### src/rtl/rx_frame_ctrl_if.sv
// Signal bundle between the serial receive controller and its line/consumer side.
// data_ready/data_read: data_ready holds while the buffer is unread; a one-cycle data_read acknowledges and clears it.
interface rx_frame_ctrl_if;
  logic       serial_in;
  logic       data_read;
  logic       shift_enable;
  logic       load_data;
  logic       data_ready;
  logic       framing_error;
  logic       overrun_error;
  logic       busy;
  logic [2:0] state_dbg;

  modport master (
    output serial_in, data_read,
    input  shift_enable, load_data, data_ready, framing_error, overrun_error, busy, state_dbg
  );

  modport slave (
    input  serial_in, data_read,
    output shift_enable, load_data, data_ready, framing_error, overrun_error, busy, state_dbg
  );
endinterface

### src/rtl/rx_frame_ctrl.sv
// Serial frame receive controller: times start/data/stop bits and pulses an external
// shift register and receive buffer; tracks ready, framing and overrun status.
module rx_frame_ctrl #(
  parameter int CLKS_PER_BIT = 10,
  parameter int DATA_BITS    = 8
) (
  input  logic           clk,
  input  logic           n_rst,
  rx_frame_ctrl_if.slave bus
);
  localparam int TW = $clog2(CLKS_PER_BIT);
  localparam int CW = $clog2(DATA_BITS + 1);
  localparam logic [TW-1:0] T_LAST = TW'(CLKS_PER_BIT - 1);
  localparam logic [TW-1:0] T_HALF = TW'(CLKS_PER_BIT / 2 - 1);
  localparam logic [CW-1:0] B_LAST = CW'(DATA_BITS - 1);

  typedef enum logic [2:0] {IDLE, START_CHK, DATA, STOP, LOAD} state_t;

  state_t        state, next_state;
  logic          prev_rx;
  logic [TW-1:0] timer;
  logic [CW-1:0] bit_cnt;
  logic          start_edge, timer_done, half_done, enter_data;
  logic          shift_next, load_next;

  assign start_edge = prev_rx & ~bus.serial_in;
  assign timer_done = (timer == T_LAST);
  assign half_done  = (timer == T_HALF);
  assign enter_data = (state == START_CHK) && (next_state == DATA);

  always_ff @(posedge clk or negedge n_rst) begin
    if (!n_rst) state <= IDLE;
    else        state <= next_state;
  end

  always_comb begin
    next_state = state;
    case (state)
      IDLE:      if (start_edge) next_state = START_CHK;
      START_CHK: if (half_done) next_state = bus.serial_in ? IDLE : DATA;
      DATA:      if (timer_done && bit_cnt == B_LAST) next_state = STOP;
      STOP:      if (timer_done) next_state = bus.serial_in ? LOAD : IDLE;
      LOAD:      next_state = IDLE;
      default:   next_state = IDLE;
    endcase
  end

  always_comb begin
    bus.busy      = (state != IDLE);
    bus.state_dbg = state;
    shift_next    = (state == DATA) && timer_done;
    load_next     = (next_state == LOAD);
  end

  // Pulses are registered so they align with the state they belong to (load_data with LOAD).
  always_ff @(posedge clk or negedge n_rst) begin
    if (!n_rst) begin
      prev_rx          <= 1'b1;
      timer            <= '0;
      bit_cnt          <= '0;
      bus.shift_enable <= 1'b0;
      bus.load_data    <= 1'b0;
    end else begin
      prev_rx          <= bus.serial_in;
      bus.shift_enable <= shift_next;
      bus.load_data    <= load_next;
      case (state)
        START_CHK:  timer <= half_done ? '0 : timer + 1'b1;
        DATA, STOP: timer <= timer_done ? '0 : timer + 1'b1;
        default:    timer <= '0;
      endcase
      if (enter_data)     bit_cnt <= '0;
      else if (shift_next) bit_cnt <= bit_cnt + 1'b1;
    end
  end

  // Status flags; a load in the same cycle as data_read leaves data_ready set.
  always_ff @(posedge clk or negedge n_rst) begin
    if (!n_rst) begin
      bus.data_ready    <= 1'b0;
      bus.framing_error <= 1'b0;
      bus.overrun_error <= 1'b0;
    end else begin
      if (state == LOAD)     bus.data_ready <= 1'b1;
      else if (bus.data_read) bus.data_ready <= 1'b0;

      if (enter_data) bus.framing_error <= 1'b0;
      else if ((state == STOP) && timer_done && !bus.serial_in) bus.framing_error <= 1'b1;

      if ((state == LOAD) && bus.data_ready && !bus.data_read) bus.overrun_error <= 1'b1;
      else if (bus.data_read) bus.overrun_error <= 1'b0;
    end
  end
endmodule
### src/flat_wrapper.sv
// flat-port wrapper written by rule: the top's interface ports become plain ports
module rx_frame_ctrl_flat 
#(
  parameter int CLKS_PER_BIT = 10,
  parameter int DATA_BITS    = 8
)
  (clk, n_rst, bus_serial_in, bus_data_read, bus_shift_enable, bus_load_data, bus_data_ready, bus_framing_error, bus_overrun_error, bus_busy, bus_state_dbg);
  rx_frame_ctrl_if bus_i ();
  input  logic clk;
  input  logic n_rst;
  input wire logic [$bits(bus_i.serial_in)-1:0] bus_serial_in;
  input wire logic [$bits(bus_i.data_read)-1:0] bus_data_read;
  output wire logic [$bits(bus_i.shift_enable)-1:0] bus_shift_enable;
  output wire logic [$bits(bus_i.load_data)-1:0] bus_load_data;
  output wire logic [$bits(bus_i.data_ready)-1:0] bus_data_ready;
  output wire logic [$bits(bus_i.framing_error)-1:0] bus_framing_error;
  output wire logic [$bits(bus_i.overrun_error)-1:0] bus_overrun_error;
  output wire logic [$bits(bus_i.busy)-1:0] bus_busy;
  output wire logic [$bits(bus_i.state_dbg)-1:0] bus_state_dbg;
  assign bus_i.serial_in = bus_serial_in;
  assign bus_i.data_read = bus_data_read;
  assign bus_shift_enable = bus_i.shift_enable;
  assign bus_load_data = bus_i.load_data;
  assign bus_data_ready = bus_i.data_ready;
  assign bus_framing_error = bus_i.framing_error;
  assign bus_overrun_error = bus_i.overrun_error;
  assign bus_busy = bus_i.busy;
  assign bus_state_dbg = bus_i.state_dbg;
  rx_frame_ctrl #(.CLKS_PER_BIT(CLKS_PER_BIT), .DATA_BITS(DATA_BITS)) u_core (.clk(clk), .n_rst(n_rst), .bus(bus_i));
endmodule
### config.mk
export PLATFORM = sky130hd
export DESIGN_NAME = rx_frame_ctrl_flat
export DESIGN_NICKNAME = d
export VERILOG_FILES = /design/src/rtl/rx_frame_ctrl_if.sv /design/src/rtl/rx_frame_ctrl.sv /design/src/flat_wrapper.sv
export SDC_FILE = /design/constraint.sdc
export NUM_CORES = 1
export LEC_CHECK = 0
export CORE_ASPECT_RATIO = 1.75
export CORE_MARGIN = 10
export CORE_UTILIZATION = 34
export DETAILED_ROUTE_END_ITERATION = 6
export RECOVER_POWER = 25
export SLEW_MARGIN = 5
export SYNTH_ARGS = -nofsm -noshare
export SYNTH_HDL_FRONTEND = slang
export SYNTH_SLANG_ARGS = --single-unit
### constraint.sdc
create_clock -name clk -period 1.6 [get_ports clk]
set_clock_uncertainty 0.05 [all_clocks]
set_input_delay 0.32 -clock clk [delete_from_list [all_inputs] [get_ports clk]]
set_output_delay 0.32 -clock clk [all_outputs]
set_load 0.03 [all_outputs]
==> out/metrics.cfg <==
[drt]
routed_wl_um = 2170
drc_errors = 0
via_per_inst = 5.05
drtIter0Drc = 11
via_count = 763
firstDrtPassIters = 4
antenna_left = 0
wire_per_inst_um = 14.3

[cts]
cts_hold_buffers = 0
numCtsBuffers = 3
clkTransAtPathRegs_ns = 0.07
clk_path_buf_depth = 2
root_buffer = clkbuf_8
clk_latency_ns = 0.26
clock-sinks = 17
htreeDepth = 1
cts_tree = yes

[sta]
finalSetupViolations = 9
worstMarginPinSlew_ns = 0.921
finalCritPeriodShare = 1.08
period_minus_slack_ns = 1.73
relSlewSlack = 0.386
rsz0062_at_grt = true
hold_viol_final = 0
hold_slack_ns = 0.459
slew_violations = 0
tns_ns = -0.556
fin_ws_ns = -0.130
max_freq_mhz = 578

[placed_design]
io_buffers = 12
place_hpwl_um = 1510
preCtsSetupSlack_ns = -0.142
gp_congestion = 0.796
placedCellCount = 132

[die]
die_h_um = 84.9
placementRows = 23
coreArea_um2 = 2300
initial_core_util = 0.355
die-area_um2 = 4850
die_x_um = 57.1
ioPinCount = 13

[worst_setup_path]
critical_path_class = register to register
crit_path_end_kind = register
crit_path_start_kind = register
required_ns = 1.74
reg2reg_slack_ns = -0.13
cp.arrival_ns = 1.87
crit_path_max_fanout = 5

[status]
status = finished, violations left
violations = negative setup slack

[synthesis]
synthCells = 81
syn_avg_cell_area_um2 = 10.1
async_flop_share = 1.00
synth_warnings = 0
synth_seq_area_share = 0.521
syn_area_um2 = 818
yosysUniqueCellTypes = 28
synth_fp_nets = 89
synth_enable_flop_cells = 0
yosys_most_used_dff = dfrtp_1
ys_ff_latch = 17

[min_path]
min_path_type = register to register

[layout]
syn_to_final_growth_pct = 63.1
layout.nets = 135
final_cells = 151
drive_gt1_frac = 0.460
n_antenna_cell = 0

[grt]
grt_pass1_wl_um = 3470
first_global_vias = 780
grt_usage = 0.0886
antenna_found_initial = 0
grt_start_max_net_pins = 18
grt_overflow = 0

[pwr]
vdd_drop_max_mv = 0.811
leakagePower_nw = 0.619
powerDensity_nw_per_um2 = 1520
total_power_mw = 2.03

[run]
maxCapViolations = 0

[path summary, 6_finish.rpt]
| kind | end | cells after the start | startpoint |
|---|---|---|---|
| max | u_core.bit_cnt[3]$_DFFE_PN0P_ | 4 | u_core.bus.state_dbg[2]$_DFF_PN0_ |
| min | u_core.bus.overrun_error$_DFFE_PN0P_ | 2 | u_core.bus.overrun_error$_DFFE_PN0P_ |
| max reg2reg | u_core.bit_cnt[3]$_DFFE_PN0P_ | 4 | u_core.bus.state_dbg[2]$_DFF_PN0_ |
| min reg2reg | u_core.bus.overrun_error$_DFFE_PN0P_ | 2 | u_core.bus.overrun_error$_DFFE_PN0P_ |
| max in group asynchronous | u_core.bus.state_dbg[2]$_DFF_PN0_ | 2 | n_rst |
| min in group asynchronous | u_core.timer[1]$_DFF_PN0_ | 2 | n_rst |
[worst max-delay path, cell delays in order (launching register included)]
cell and delay, ns:
dfrtp_2 0.41, buf_6 0.12, or3b_4 0.42, or4_4 0.52
a21oi_2 0.13
[cell type report]
| type | count | area, um2 |
|---|---|---|
| Fill cell | 207 | 967 |
| Multi-Input combinational cell | 56 | 439 |
| Sequential cell | 17 | 429 |
| Timing Repair Buffer | 45 | 374 |
| Clock buffer | 3 | 41.3 |
| Tap cell | 25 | 31.3 |
| Inverter | 4 | 15.0 |
| Clock inverter | 1 | 5.00 |
[flip-flops by register name, summed over array words and instances (netlist names)]
signal,flops
u_core.bit_cnt,4
u_core.timer,4
u_core.bus.state_dbg,3
u_core.bus.data_ready,1
u_core.bus.framing_error,1
u_core.bus.load_data,1
u_core.bus.overrun_error,1
u_core.bus.shift_enable,1
u_core.prev_rx,1
[what timing repair did]
action                                  in CTS  in global routing
endpoints found under the setup margin      17                 12
resized for setup                           22                 22
buffers inserted                             3                 12
pin swaps                                    5                 13
[per-stage QoR]
| step | utilization | instance area, um2 |
|---|---|---|
| 2_1_floorplan | - | 836 |
| 3_3_place_gp | 0.473 | 1090 |
| 3_5_place_dp | 0.473 | 1090 |
| 4_1_cts | 0.517 | 1190 |
| 5_1_grt | 0.580 | 1340 |
| 6_report | 0.580 | 1340 |
[routing by layer]
metal | share of wire | track usage | wire length (um) | vias to the layer above
li1 | - | - | - | 375
met1 | 0.37 | 0.0800 | 794 | 373
met2 | 0.59 | 0.167 | 1280 | 12
met3 | 0.028 | 0.0209 | 60 | 3
met4 | 0.014 | 0.0536 | 30 | 0
met5 | 0 | 0 | 0 | -
[cells in the mapped netlist (2+ instances only)]
master    number  area [um2]
clkbuf_2       2        10.0
or4_1          3        22.5
or3_1          4        25.0
inv_1          4        15.0
nand2_1        3        11.3
nor2_1         6        22.5
o31ai_1        2        15.0
nand3_1        4        20.0
dfrtp_1       16         400
nand2b_1       4        25.0
nand3b_1       2        15.0
nor3_1         2        10.0
o21ai_0        3        15.0
ha_1           4        50.1
a21oi_1        7        35.0
nor2b_1        3        18.8
[kinds of logic after synthesis]
group,Yosys count,synth area share
flip-flops,17,0.521
XOR/XNOR,2,0.0214
AND/OR/NAND/NOR,35,0.248
AO/OA/AOI/OAI,15,0.107
buffers and inverters,8,0.0413
adder cells (fa/ha/maj),4,0.0612
[power breakdown]
group | internal [mW] | switching, mW | total, mW | leakage, nW
registers | 0.567 | 0.0946 | 0.662 | 0.201
logic | 0.566 | 0.477 | 1.04 | 0.393
clock network | 0.173 | 0.150 | 0.323 | 0.0255
[cells in the final DEF, fill, tap and decap left out, types with 5 or more instances in the layout]
cell type / count
buf_4: 27
dfrtp_1: 14
buf_6: 7
nor2_1: 6
dlygate4sd2_1: 5
Power figures use the tool's default switching activity.
